### config.mk
export PLATFORM = sky130hd
export DESIGN_NAME = dmac_engine
export DESIGN_NICKNAME = d
export VERILOG_FILES = /design/src/rtl/dmac_pkg.sv /design/src/rtl/dmac_engine_ns.sv /design/src/rtl/dmac_engine.sv
export SDC_FILE = /design/constraint.sdc
export NUM_CORES = 1
export LEC_CHECK = 0
export BUFFER_PORTS_ARGS = -buffer_cell sky130_fd_sc_hd__buf_4
export CAP_MARGIN = 10
export CORE_ASPECT_RATIO = 0.9
export CORE_MARGIN = 2
export CORE_UTILIZATION = 45
export CTS_CLUSTER_SIZE = 30
export DETAILED_ROUTE_END_ITERATION = 6
export PLACE_DENSITY = 0.71
export SLEW_MARGIN = 20
export SYNTH_ARGS = -nofsm -noshare
export SYNTH_HDL_FRONTEND = slang
export SYNTH_SLANG_ARGS = --single-unit
### constraint.sdc
create_clock -name clk -period 3.2 [get_ports clk]
set_input_delay 0.64 -clock clk [delete_from_list [all_inputs] [get_ports clk]]
set_output_delay 0.64 -clock clk [all_outputs]
set_load 0.01 [all_outputs]
### src/rtl/dmac_pkg.sv
// Shared definitions for the DMA descriptor engine: state encoding and field widths.
package dmac_pkg;

    localparam int unsigned ADDR_W = 16;
    localparam int unsigned SIZE_W = 16;

    typedef enum logic [2:0] {
        ST_IDLE  = 3'd0,
        ST_POP   = 3'd1,
        ST_LOAD  = 3'd2,
        ST_READ  = 3'd3,
        ST_WRITE = 3'd4,
        ST_DONE  = 3'd5
    } dmac_state_e;

endpackage

### src/rtl/dmac_engine_ns.sv
// Next-state logic for the DMA descriptor engine FSM (purely combinational).
module dmac_engine_ns
    import dmac_pkg::*;
(
    input  logic [2:0]        state,
    input  logic              enable,
    input  logic              fifo_empty,
    input  logic              fifo_rd_ack,
    input  logic [SIZE_W-1:0] fifo_size,
    input  logic              m_ack,
    input  logic [SIZE_W-1:0] count,
    output logic [2:0]        state_nxt
);

    dmac_state_e cur;
    dmac_state_e nxt;

    assign cur       = dmac_state_e'(state);
    assign state_nxt = nxt;

    always_comb begin
        nxt = cur;
        case (cur)
            ST_IDLE:  if (enable && !fifo_empty) nxt = ST_POP;
            ST_POP:   nxt = ST_LOAD;
            ST_LOAD: begin
                if (!fifo_rd_ack)          nxt = ST_IDLE;
                else if (fifo_size == '0)  nxt = ST_DONE;
                else                       nxt = ST_READ;
            end
            ST_READ:  if (m_ack) nxt = ST_WRITE;
            // Count still holds the pre-decrement value here, so 1 means last word.
            ST_WRITE: if (m_ack) nxt = (count == SIZE_W'(1)) ? ST_DONE : ST_READ;
            ST_DONE:  nxt = ST_IDLE;
            default:  nxt = ST_IDLE;
        endcase
    end

endmodule

### src/rtl/dmac_engine.sv
// DMA descriptor engine: pops descriptors, copies words read-then-write, pulses desc_done.
// Optional completion interrupt enabled by defining DMAC_ENGINE_INTR_EN.
module dmac_engine
    import dmac_pkg::*;
#(
    parameter int unsigned DATA_W = 32
) (
    input  logic              clk,
    input  logic              reset_n,
    input  logic              enable,
    input  logic              fifo_empty,
    input  logic              fifo_rd_ack,
    input  logic [15:0]       fifo_src,
    input  logic [15:0]       fifo_dst,
    input  logic [15:0]       fifo_size,
    output logic              fifo_rd_en,
    output logic              m_req,
    output logic              m_wr,
    output logic [15:0]       m_addr,
    output logic [DATA_W-1:0] m_wdata,
    input  logic [DATA_W-1:0] m_rdata,
    input  logic              m_ack,
    output logic              busy,
    output logic              desc_done,
    output logic              intr,
    input  logic              intr_clr
);

    dmac_state_e       state;
    logic [2:0]        state_nxt;
    logic [ADDR_W-1:0] src_q;
    logic [ADDR_W-1:0] dst_q;
    logic [SIZE_W-1:0] cnt_q;
    logic [DATA_W-1:0] buf_q;

    dmac_engine_ns u_ns (
        .state       (state),
        .enable      (enable),
        .fifo_empty  (fifo_empty),
        .fifo_rd_ack (fifo_rd_ack),
        .fifo_size   (fifo_size),
        .m_ack       (m_ack),
        .count       (cnt_q),
        .state_nxt   (state_nxt)
    );

    always_ff @(posedge clk or negedge reset_n) begin
        if (!reset_n) begin
            state <= ST_IDLE;
            src_q <= '0;
            dst_q <= '0;
            cnt_q <= '0;
            buf_q <= '0;
        end else begin
            state <= dmac_state_e'(state_nxt);
            case (state)
                ST_LOAD: begin
                    if (fifo_rd_ack) begin
                        src_q <= fifo_src;
                        dst_q <= fifo_dst;
                        cnt_q <= fifo_size;
                    end
                end
                ST_READ:  if (m_ack) buf_q <= m_rdata;
                ST_WRITE: begin
                    if (m_ack) begin
                        src_q <= src_q + ADDR_W'(1);
                        dst_q <= dst_q + ADDR_W'(1);
                        cnt_q <= cnt_q - SIZE_W'(1);
                    end
                end
                default: ;
            endcase
        end
    end

    always_comb begin
        fifo_rd_en = (state == ST_POP);
        m_req      = (state == ST_READ) || (state == ST_WRITE);
        m_wr       = (state == ST_WRITE);
        busy       = (state != ST_IDLE);
        desc_done  = (state == ST_DONE);
        m_addr     = '0;
        m_wdata    = '0;
        if (state == ST_READ) m_addr = src_q;
        if (state == ST_WRITE) begin
            m_addr  = dst_q;
            m_wdata = buf_q;
        end
    end

`ifdef DMAC_ENGINE_INTR_EN
    // Set has priority over clear when both land in the DONE cycle.
    always_ff @(posedge clk or negedge reset_n) begin
        if (!reset_n)                intr <= 1'b0;
        else if (state == ST_DONE)   intr <= 1'b1;
        else if (intr_clr)           intr <= 1'b0;
    end
`else
    logic intr_clr_unused;
    assign intr_clr_unused = intr_clr;
    assign intr            = 1'b0;
`endif

endmodule

Word level (Yosys, flattened, before mapping). Index checks and enable logic that the tools add are counted.

$add $sub $neg: 3. Equality and inequality tests: 10. Muxes and demuxes: 19. Reductions and logical operators: 10.

Operator list (count): two-way mux 16 bit (8); one-hot mux 16 bit (2 select lines) (3); adder 16 x 1 -> 16 bit, second input constant (2); two-way mux 32 bit (1); two-way mux 3 bit (6); == test 16 x 1 -> 1 bit, second input constant (1); logical NOT 16 bit (1); subtractor 16 x 1 -> 16 bit, second input constant (1); one-hot mux 3 bit (5 select lines) (1); == test 3 x 2 -> 1 bit, second input constant (2); == test 3 bit, second input constant (2); AND reduction 3 bit (2); inequality test 2 x 1 -> 1 bit, second input constant (2); inequality test 2 bit, second input constant (2); == test 3 x 1 -> 1 bit, second input constant (1); logical NOT 3 bit (1); nonzero test 3 bit (1); AND reduction 2 bit (1); nonzero test 2 bit (1); logical AND 1 bit (1); logical NOT 1 bit (1); logical OR 1 bit (1).

Register bits: 83. Input bits: 87. Output and inout port bits: 54. Logic and storage cells: 47.

Longest topological paths before layout. Gate-level depths: netlist (run 1).

Depth after elaboration: 4. Mapped depth: 9. Mapped depth without buffers: 6.

Modules after synthesis. Synthesis (run 1) repeated with hierarchy kept, for this count alone.

Cell total of the unflattened synthesis: 531. Area total of the unflattened synthesis: 4889.7 µm².

By module, submodules not included: dmac_engine (instances 1, cells an instance 503, area an instance 4659.5 µm², sequential area each 2077.0 µm²); dmac_engine_ns (instances 1, cells an instance 28, area an instance 230.2 µm², sequential area each 0.0 µm²).

Worst setup path before layout (run 1). OpenSTA, ideal clock, no wires.

Path type: register to output. Start: register state[2]. End: output port m_wdata[10]. Arrival: 1.594 ns. Required time: 2.560 ns. Path slack: 0.966 ns. Cell stages (with the launch flop): 8. Path buffers: 4. Path through: dfrtp_1 > or3b_1 > buf_2 > inv_2 > buf_6 > buf_8 > clkbuf_1 > and2_1.

Word-level cells in the longest chain between the ends: 2.

Ends and longest elaborated chain: start: declaration (RTL line dmac_engine.sv:29) `dmac_state_e state;`; start signal: assignment (RTL line dmac_engine.sv:55) `state <= dmac_state_e'(state_nxt);`; == test 3 bit (RTL line dmac_engine.sv:86) `if (state == ST_WRITE) begin`; two-way mux 32 bit (RTL line dmac_engine.sv:86); end: declaration (RTL line dmac_engine.sv:20) `output logic [DATA_W-1:0] m_wdata,`.

No other way between the ends.

Final worst setup path (run 1).
Start: register state[0]. End: output port m_addr[4].

Word-level cells in the longest chain between the ends: 3. Elaborated cells on any way between the ends: 4. Classes of those cells: 2 x eq/ne; 2 x mux.

Ends and longest elaborated chain: == test 3 x 2 -> 1 bit (RTL line dmac_engine.sv:85) `if (state == ST_READ) m_addr = src_q;`; two-way mux 16 bit (RTL line dmac_engine.sv:85); two-way mux 16 bit * (RTL line dmac_engine.sv:86); end: declaration (RTL line dmac_engine.sv:19) `output logic [15:0] m_addr,`.

Mark *: on every way between the ends. The rest lies on a longest branch, timed or not.

==> results of run 1 <==
[kinds of logic (layout without fill, tap and decap cells)]
group	after synthesis	after routing	share of synthesized area
and+or+nand+nor	204	204	0.225
AOI/OAI and AO/OA	158	158	0.211
DFF	83	83	0.420
buffers and inverters	56	175	0.0567
muxes	34	34	0.0770
adders and majority gates	4	4	0.0101
other	1	1	0.000759
[per-stage QoR]
stage / setup slack (ns) / power [mW] / cell area [sq um] / std cells
5_1_grt: 0.305 / 5.85 / 6370 / 792
3_5_place_dp: 0.816 / 4.34 / 6060 / 776
2_1_floorplan: 0.966 / 3.53 / 4940 / 540
6_report: 0.475 / 5.44 / 6370 / 792
4_1_cts: 0.443 / 5.47 / 6370 / 792
3_3_place_gp: 0.854 / 4.22 / 6060 / 776
[flip-flops by register name, indices dropped and copies added (netlist names)]
signal / flops
buf_q: 32
cnt_q: 16
dst_q: 16
src_q: 16
state: 3
[final timing paths]
kind	start	endpoint	slack, ns	cells past startpoint
min	reset_n	cnt_q[1]	0.31	2
max reg2reg	state[0]	cnt_q[5]	0.98	7
min in group clk	buf_q[30]	buf_q[30]	0.50	1
max	state[0]	m_addr[4]	0.47	6
min reg2reg	buf_q[30]	buf_q[30]	0.50	1
max in group asynchronous	reset_n	buf_q[26]	2.49	2
[cells in the final DEF, fill, tap and decap left out, drive strengths merged, types with 14 or more instances in the layout]
cell type,Yosys,routed
a21oi,42,42
and2,42,42
mux2,32,32
buf,22,149
nand3,27,27
o22ai,14,14
dfrtp,83,83
o21ai,33,33
nand2,47,47
nor2,24,24
[routing by layer]
| metal | wire length, microns | track usage | share of wire | up-vias |
|---|---|---|---|---|
| met5 | 0 | 0 | 0 | - |
| met4 | 211 | 0.0685 | 0.016 | 0 |
| met3 | 1240 | 0.0857 | 0.092 | 22 |
| met2 | 6080 | 0.360 | 0.45 | 183 |
| met1 | 6000 | 0.313 | 0.44 | 2225 |
| li1 | - | - | - | 2230 |
[cell type report]
type / instances / area [sq um]
clock buffer: 11 / 233
clock inverter: 5 / 77.6
fill: 946 / 4400
inverter: 10 / 38.8
multi-input combinational: 401 / 2600
sequential: 83 / 2080
tap: 133 / 166
timing repair buffer: 149 / 1180
[power breakdown]
group / switching [mW] / internal, mW
logic: 1.19 / 1.08
registers: 0.497 / 1.57
clock network: 0.426 / 0.682
total: 2.11 / 3.33
[Yosys cell counts, types with 10 or more instances]
master     number  share of area
a21oi_1        42          0.043
a22o_1         11          0.019
a2bb2oi_1      10          0.018
and2_1         39          0.049
and3_1         12          0.015
buf_2          12          0.012
clkbuf_1       22          0.017
dfrtp_1        83           0.42
mux2_2         32          0.073
nand2_1        46          0.035
nand3_1        27          0.027
nand4_1        12          0.015
nor2_1         24          0.018
o21ai_0        33          0.033
o22ai_1        14          0.018
==> summary.txt, run 1 <==
Yosys
  • Post-Syn Area per Cell: roughly 9.2 sq um
  • Asr flop ratio synth: 1.00
  • EDFF count, synth: 0
  • Sequential area share after synthesis: 0.420
  • Mapped Area: 4940 sq um
  • Syn_nets: about 630
  • Yosys cell types: 59
  • YS warnings: 0
  • Syn Inst Count: 540
  • Ys flop type: dfrtp_1
  • #FFs+latches synth: 83

Timing
  • Worst-Margin Slew: about 0.8 ns
  • Final min period: about 2.7 ns
  • Highest Clock Rate: 367 MHz
  • Worst Clk Skew: 0.00933 ns
  • RSZ-0062 raised after global routing: no
  • Final period util: 0.852
  • Slew HR: 0.454
  • Hold violation count in the final report: 0
  • Setup TNS: 0 ns
  • Worst hold slack: 0.310 ns
  • Count of final setup violators: 0
  • Fin. max-slew vios: 0

Flow run
  • Max_cap viols: 0

Clock tree
  • CTS buffer count: 9
  • Post_cts resized: 0
  • Clock Tree Buf Depth: 2
  • H-tree levels: 3
  • Hold buffers post-CTS: 0
  • Clk slew on worst S/H paths: 0.06 ns
  • Root buffer cell: clkbuf_16
  • CTS tree: yes
  • Post-CTS Setup Inserts: 0
  • Clk_lat worst skew: 0.34 ns
  • Sink Count: 83

Worst setup path
  • Crit path max-delay family: buffers and inverters
  • Kind of critical path: register to primary output
  • Critical path endpoint category: primary output
  • WP buf/inv: 3
  • Crit start category: register
  • Crit-path slowest cell: dfrtp_1
  • Worst path max stage delay: 0.50 ns
  • CP max FO: 30
  • Required @ worst endpoint: roughly 2.6 ns
  • Cells along the critical path: or3b_1, clkinv_2, buf_12, nand2_1, o21ai_0, buf_4
  • Critical Path AT: ~2.1 ns

Floorplan
  • Chip height: between 100 and 150 microns
  • I/O pin cnt: 141
  • Rows: 36
  • Die area: between 10000 and 15000 sq um
  • Initial Utilization: 0.459
  • Die Width: 114 microns
  • CORE AREA: 10800 sq um

Layout
  • Final core utilization: 0.592
  • Diode count: 0
  • Area grow syn2layout: 28.9%
  • Nets: 745
  • Layout cells sized above 1: 0.303

Detailed routing
  • Vias per cell: roughly 5.9
  • Vias: 4660
  • Final antenna-violating net count: 0
  • Initial DRC Count: 360
  • Drt wl/cell: 17.1 microns
  • WL final: 13.5 mm
  • DRC violation count after routing: 0
  • Pre-antenna DRT Iters: 4

Global route
  • Antenna violations before repair: 0
  • Largest net degree at the start of global routing: 84
  • Total grt overflow: 0
  • Vias in the first global route: 4411
  • Gr usage total: 0.235
  • Global-route wire length before repair: between 20 and 25 mm

Placed design
  • DP HPWL: 9.39 mm
  • Buffers on Ports: 138
  • Gpl congestion: 0.843

Min path
  • HP Class: input port to asynchronous set/reset pin

Power and ir drop
  • P_leak: ~2.9 nW
  • Pwr per Cell Area: 854 nW/um^2
  • Max VDD drop: 424 uV

Run status
  • Status: finished clean
No activity file was read; power rests on OpenSTA's default activity.
==> run 2, diff against run 1 <==
ABC_AREA = 1   (was default)
CORE_UTILIZATION = 58   (was 45)
PLACE_DENSITY = 0.87   (was 0.71)
==> run 2 against run 1 <==
- worst hold slack got worse by 0.0079 ns
- flip-flop and latch count unchanged
- clock skew increased by 0.0017 ns
- largest cell class unchanged
- largest power group unchanged
- maximum frequency decreased by 0.55%
- wire length increased by 8.7%
- die area decreased by 17%
- area after synthesis increased by 6.1%
==> summary.txt, run 2 <==
Run status
  • Status: finished clean

Clock tree
  • Root buffer cell: clkbuf_8
  • Clock Tree Buf Depth: 2
  • Hold buffers post-CTS: 0
  • H-tree levels: 3
  • Clk slew on worst S/H paths: approximately 0.09 ns
  • Post-CTS Setup Inserts: 0
  • CTS tree: yes
  • Clk_lat worst skew: 0.36 ns
  • CTS buffer count: 9
  • Sink Count: 83
  • Post_cts resized: 0

Timing
  • RSZ-0062 raised after global routing: no
  • Fin. max-slew vios: 0
  • Slew HR: 0.479
  • Count of final setup violators: 0
  • Final period util: 0.856
  • Worst Clk Skew: 0.0110 ns
  • Worst-Margin Slew: 0.782 ns
  • Final min period: approximately 2.7 ns
  • Setup TNS: 0 ns
  • Highest Clock Rate: about 360 MHz
  • Hold violation count in the final report: 0

Layout
  • Reg area: ~2100 sq um
  • Diode count: 0
  • Final core utilization: 0.743
  • Fillers: 717
  • Nets: 1004
  • Biggest register: buf_q
  • Layout cells sized above 1: 0.186
  • Commonest cells after routing, fill and taps aside: nor2_1 (202), nand2_1 (195), buf_4 (141)
  • Max reg flops: 32
  • Most common cell after layout, fill and taps aside: nor2_1
  • Fin cells: about 1000
  • Area of the multi-input gates: roughly 2600 sq um
  • Area grow syn2layout: 23.2%

Floorplan
  • I/O pin cnt: 141
  • Die area: about 9800 sq um
  • CORE AREA: 8690 sq um
  • Initial Utilization: 0.603
  • Rows: 32
  • Die Width: 104 microns
  • Chip height: 94.2 microns

Yosys
  • Top-area cell type share of the netlist area: 0.396
  • Ys flop type: dfrtp_1
  • Syn_nets: 885
  • Count leader, synth: nor2_1
  • Sequential area share after synthesis: 0.396
  • Asr flop ratio synth: 1.00
  • YS warnings: 0
  • EDFF count, synth: 0
  • Post-Syn Area per Cell: about 6.6 sq um
  • Area leader, netlist: dfrtp_1
  • #FFs+latches synth: 83
  • Syn Inst Count: around 790
  • Mapped Area: 5240 sq um
  • Yosys cell types: 34
  • Most instantiated cells after synthesis: nor2_1 (202), nand2_1 (195), dfrtp_1 (83), inv_1 (82), a21oi_1 (44)
  • Most area-consuming cells after synthesis: dfrtp_1 (40%), nor2_1 (14%), nand2_1 (14%), inv_1 (5.9%), a21oi_1 (4.2%)

Worst setup path
  • Worst path max stage delay: between 0.4 and 0.5 ns
  • Worst path depth: 6
  • Kind of critical path: register to primary output
  • Cells along the critical path: nor2_2, nand2_4, clkinv_4, nand2_1, o21ai_0, buf_4
  • WP buf/inv: 2
  • Required @ worst endpoint: 2.56 ns
  • Crit path max-delay family: simple AND/OR/NAND/NOR gates
  • CP max FO: 56
  • Worst R2R Path Depth: 8
  • Critical Path AT: 2.10 ns
  • Critical path endpoint category: primary output
  • Crit start category: register
  • Crit-path slowest cell: dfrtp_1

Detailed routing
  • DRC violation count after routing: 0
  • Initial DRC Count: 373
  • Vias per cell: 5.37
  • Drt wl/cell: 14.2 microns
  • WL final: ~15 mm
  • Pre-antenna DRT Iters: 5
  • Vias: 5563
  • Final antenna-violating net count: 0

Flow run
  • Max_cap viols: 0

Global route
  • GRT met3 Usage: 0.0583
  • Met2 Use GR: 0.503
  • Total grt overflow: 0
  • Vias in the first global route: 5186
  • M1 GR Usage: 0.409
  • Gr usage total: 0.305
  • Antenna violations before repair: 0
  • Grt peak-use layer: met2
  • Global-route wire length before repair: approximately 24 mm
  • Largest net degree at the start of global routing: 84

Placed design
  • Placed instance count: between 1000 and 1500
  • Buffers on Ports: roughly 140
  • DP HPWL: 10.6 mm
  • Gpl congestion: 0.945

Power and ir drop
  • Max VDD drop: just over 400 uV
  • P_leak: 3.41 nW
  • Pwr per Cell Area: 775 nW/um^2
  • Total Power: 5.01 mW

Min path
  • HP Class: input port to asynchronous set/reset pin
==> run 2: cell types whose count changed in the layout (fill, tap and decap cells not counted), moves of 10 or more <==
cell,change
inv_1,+73
a2bb2oi_1,-10
mux2_2,-32
and2_1,-38
and3_1,-12
o21ai_1,+14
nand3_1,+11
nand2_1,+149
nor2_1,+178
==> run 2: layer usage <==
| metal | up-vias | wire length [microns] | share of wire |
|---|---|---|---|
| met5 | - | 0 | 0 |
| met4 | 0 | 462 | 0.031 |
| met3 | 39 | 1180 | 0.080 |
| met2 | 261 | 6930 | 0.47 |
| met1 | 2541 | 6150 | 0.42 |
| li1 | 2722 | - | - |
==> run 2: area by class of cell <==
| cell class | count | share of cell area |
|---|---|---|
| well taps | 119 | 0.0231 |
| inverters | 85 | 0.0506 |
| flip-flops and latches | 83 | 0.322 |
| clock buffers | 10 | 0.0198 |
| multi-input cells | 592 | 0.407 |
| clock inverters | 5 | 0.0122 |
| repair buffers | 142 | 0.166 |
==> run 2: worst paths after layout <==
path	from	end	slack, ns
worst max-delay path	state[0]	m_addr[7]	0.46
worst min-delay path	reset_n	cnt_q[0]	0.30
worst max register to register	state[0]	src_q[5]	0.86
worst min register to register	cnt_q[10]	cnt_q[10]	0.49
max in group asynchronous	reset_n	src_q[2]	2.33
min in group clk	cnt_q[10]	cnt_q[10]	0.49
==> run 2: cells by family (layout without fill, tap and decap cells) <==
logic type      count (synthesis)  in the layout  synth area share
simple gates                  468            468             0.365
buf+inv                       119            242             0.102
compound gates                111            111             0.113
flops                          83             83             0.396
xor+xnor                        8              8            0.0134
fa+ha+maj                       4              4           0.00955
other cells                     1              1          0.000715
==> run 2: metrics by stage <==
stage | instance area [sq um] | hold WS [ns] | setup WS [ns]
4_1_cts | 6450 | 0.495 | 0.480
3_5_place_dp | 6250 | 0.476 | 0.878
6_report | 6460 | 0.302 | 0.460
5_1_grt | 6460 | 0.372 | 0.343
2_1_floorplan | 5240 | 0.344 | 1.24
3_3_place_gp | 6250 | 0.466 | 0.952
==> run 2: report_power, final <==
part           internal [mW]  switching, mW  total [mW]
combinational          0.821           1.42        2.24
sequential              1.53          0.413        1.95
clock                  0.435          0.388       0.823
total                   2.79           2.22        5.01
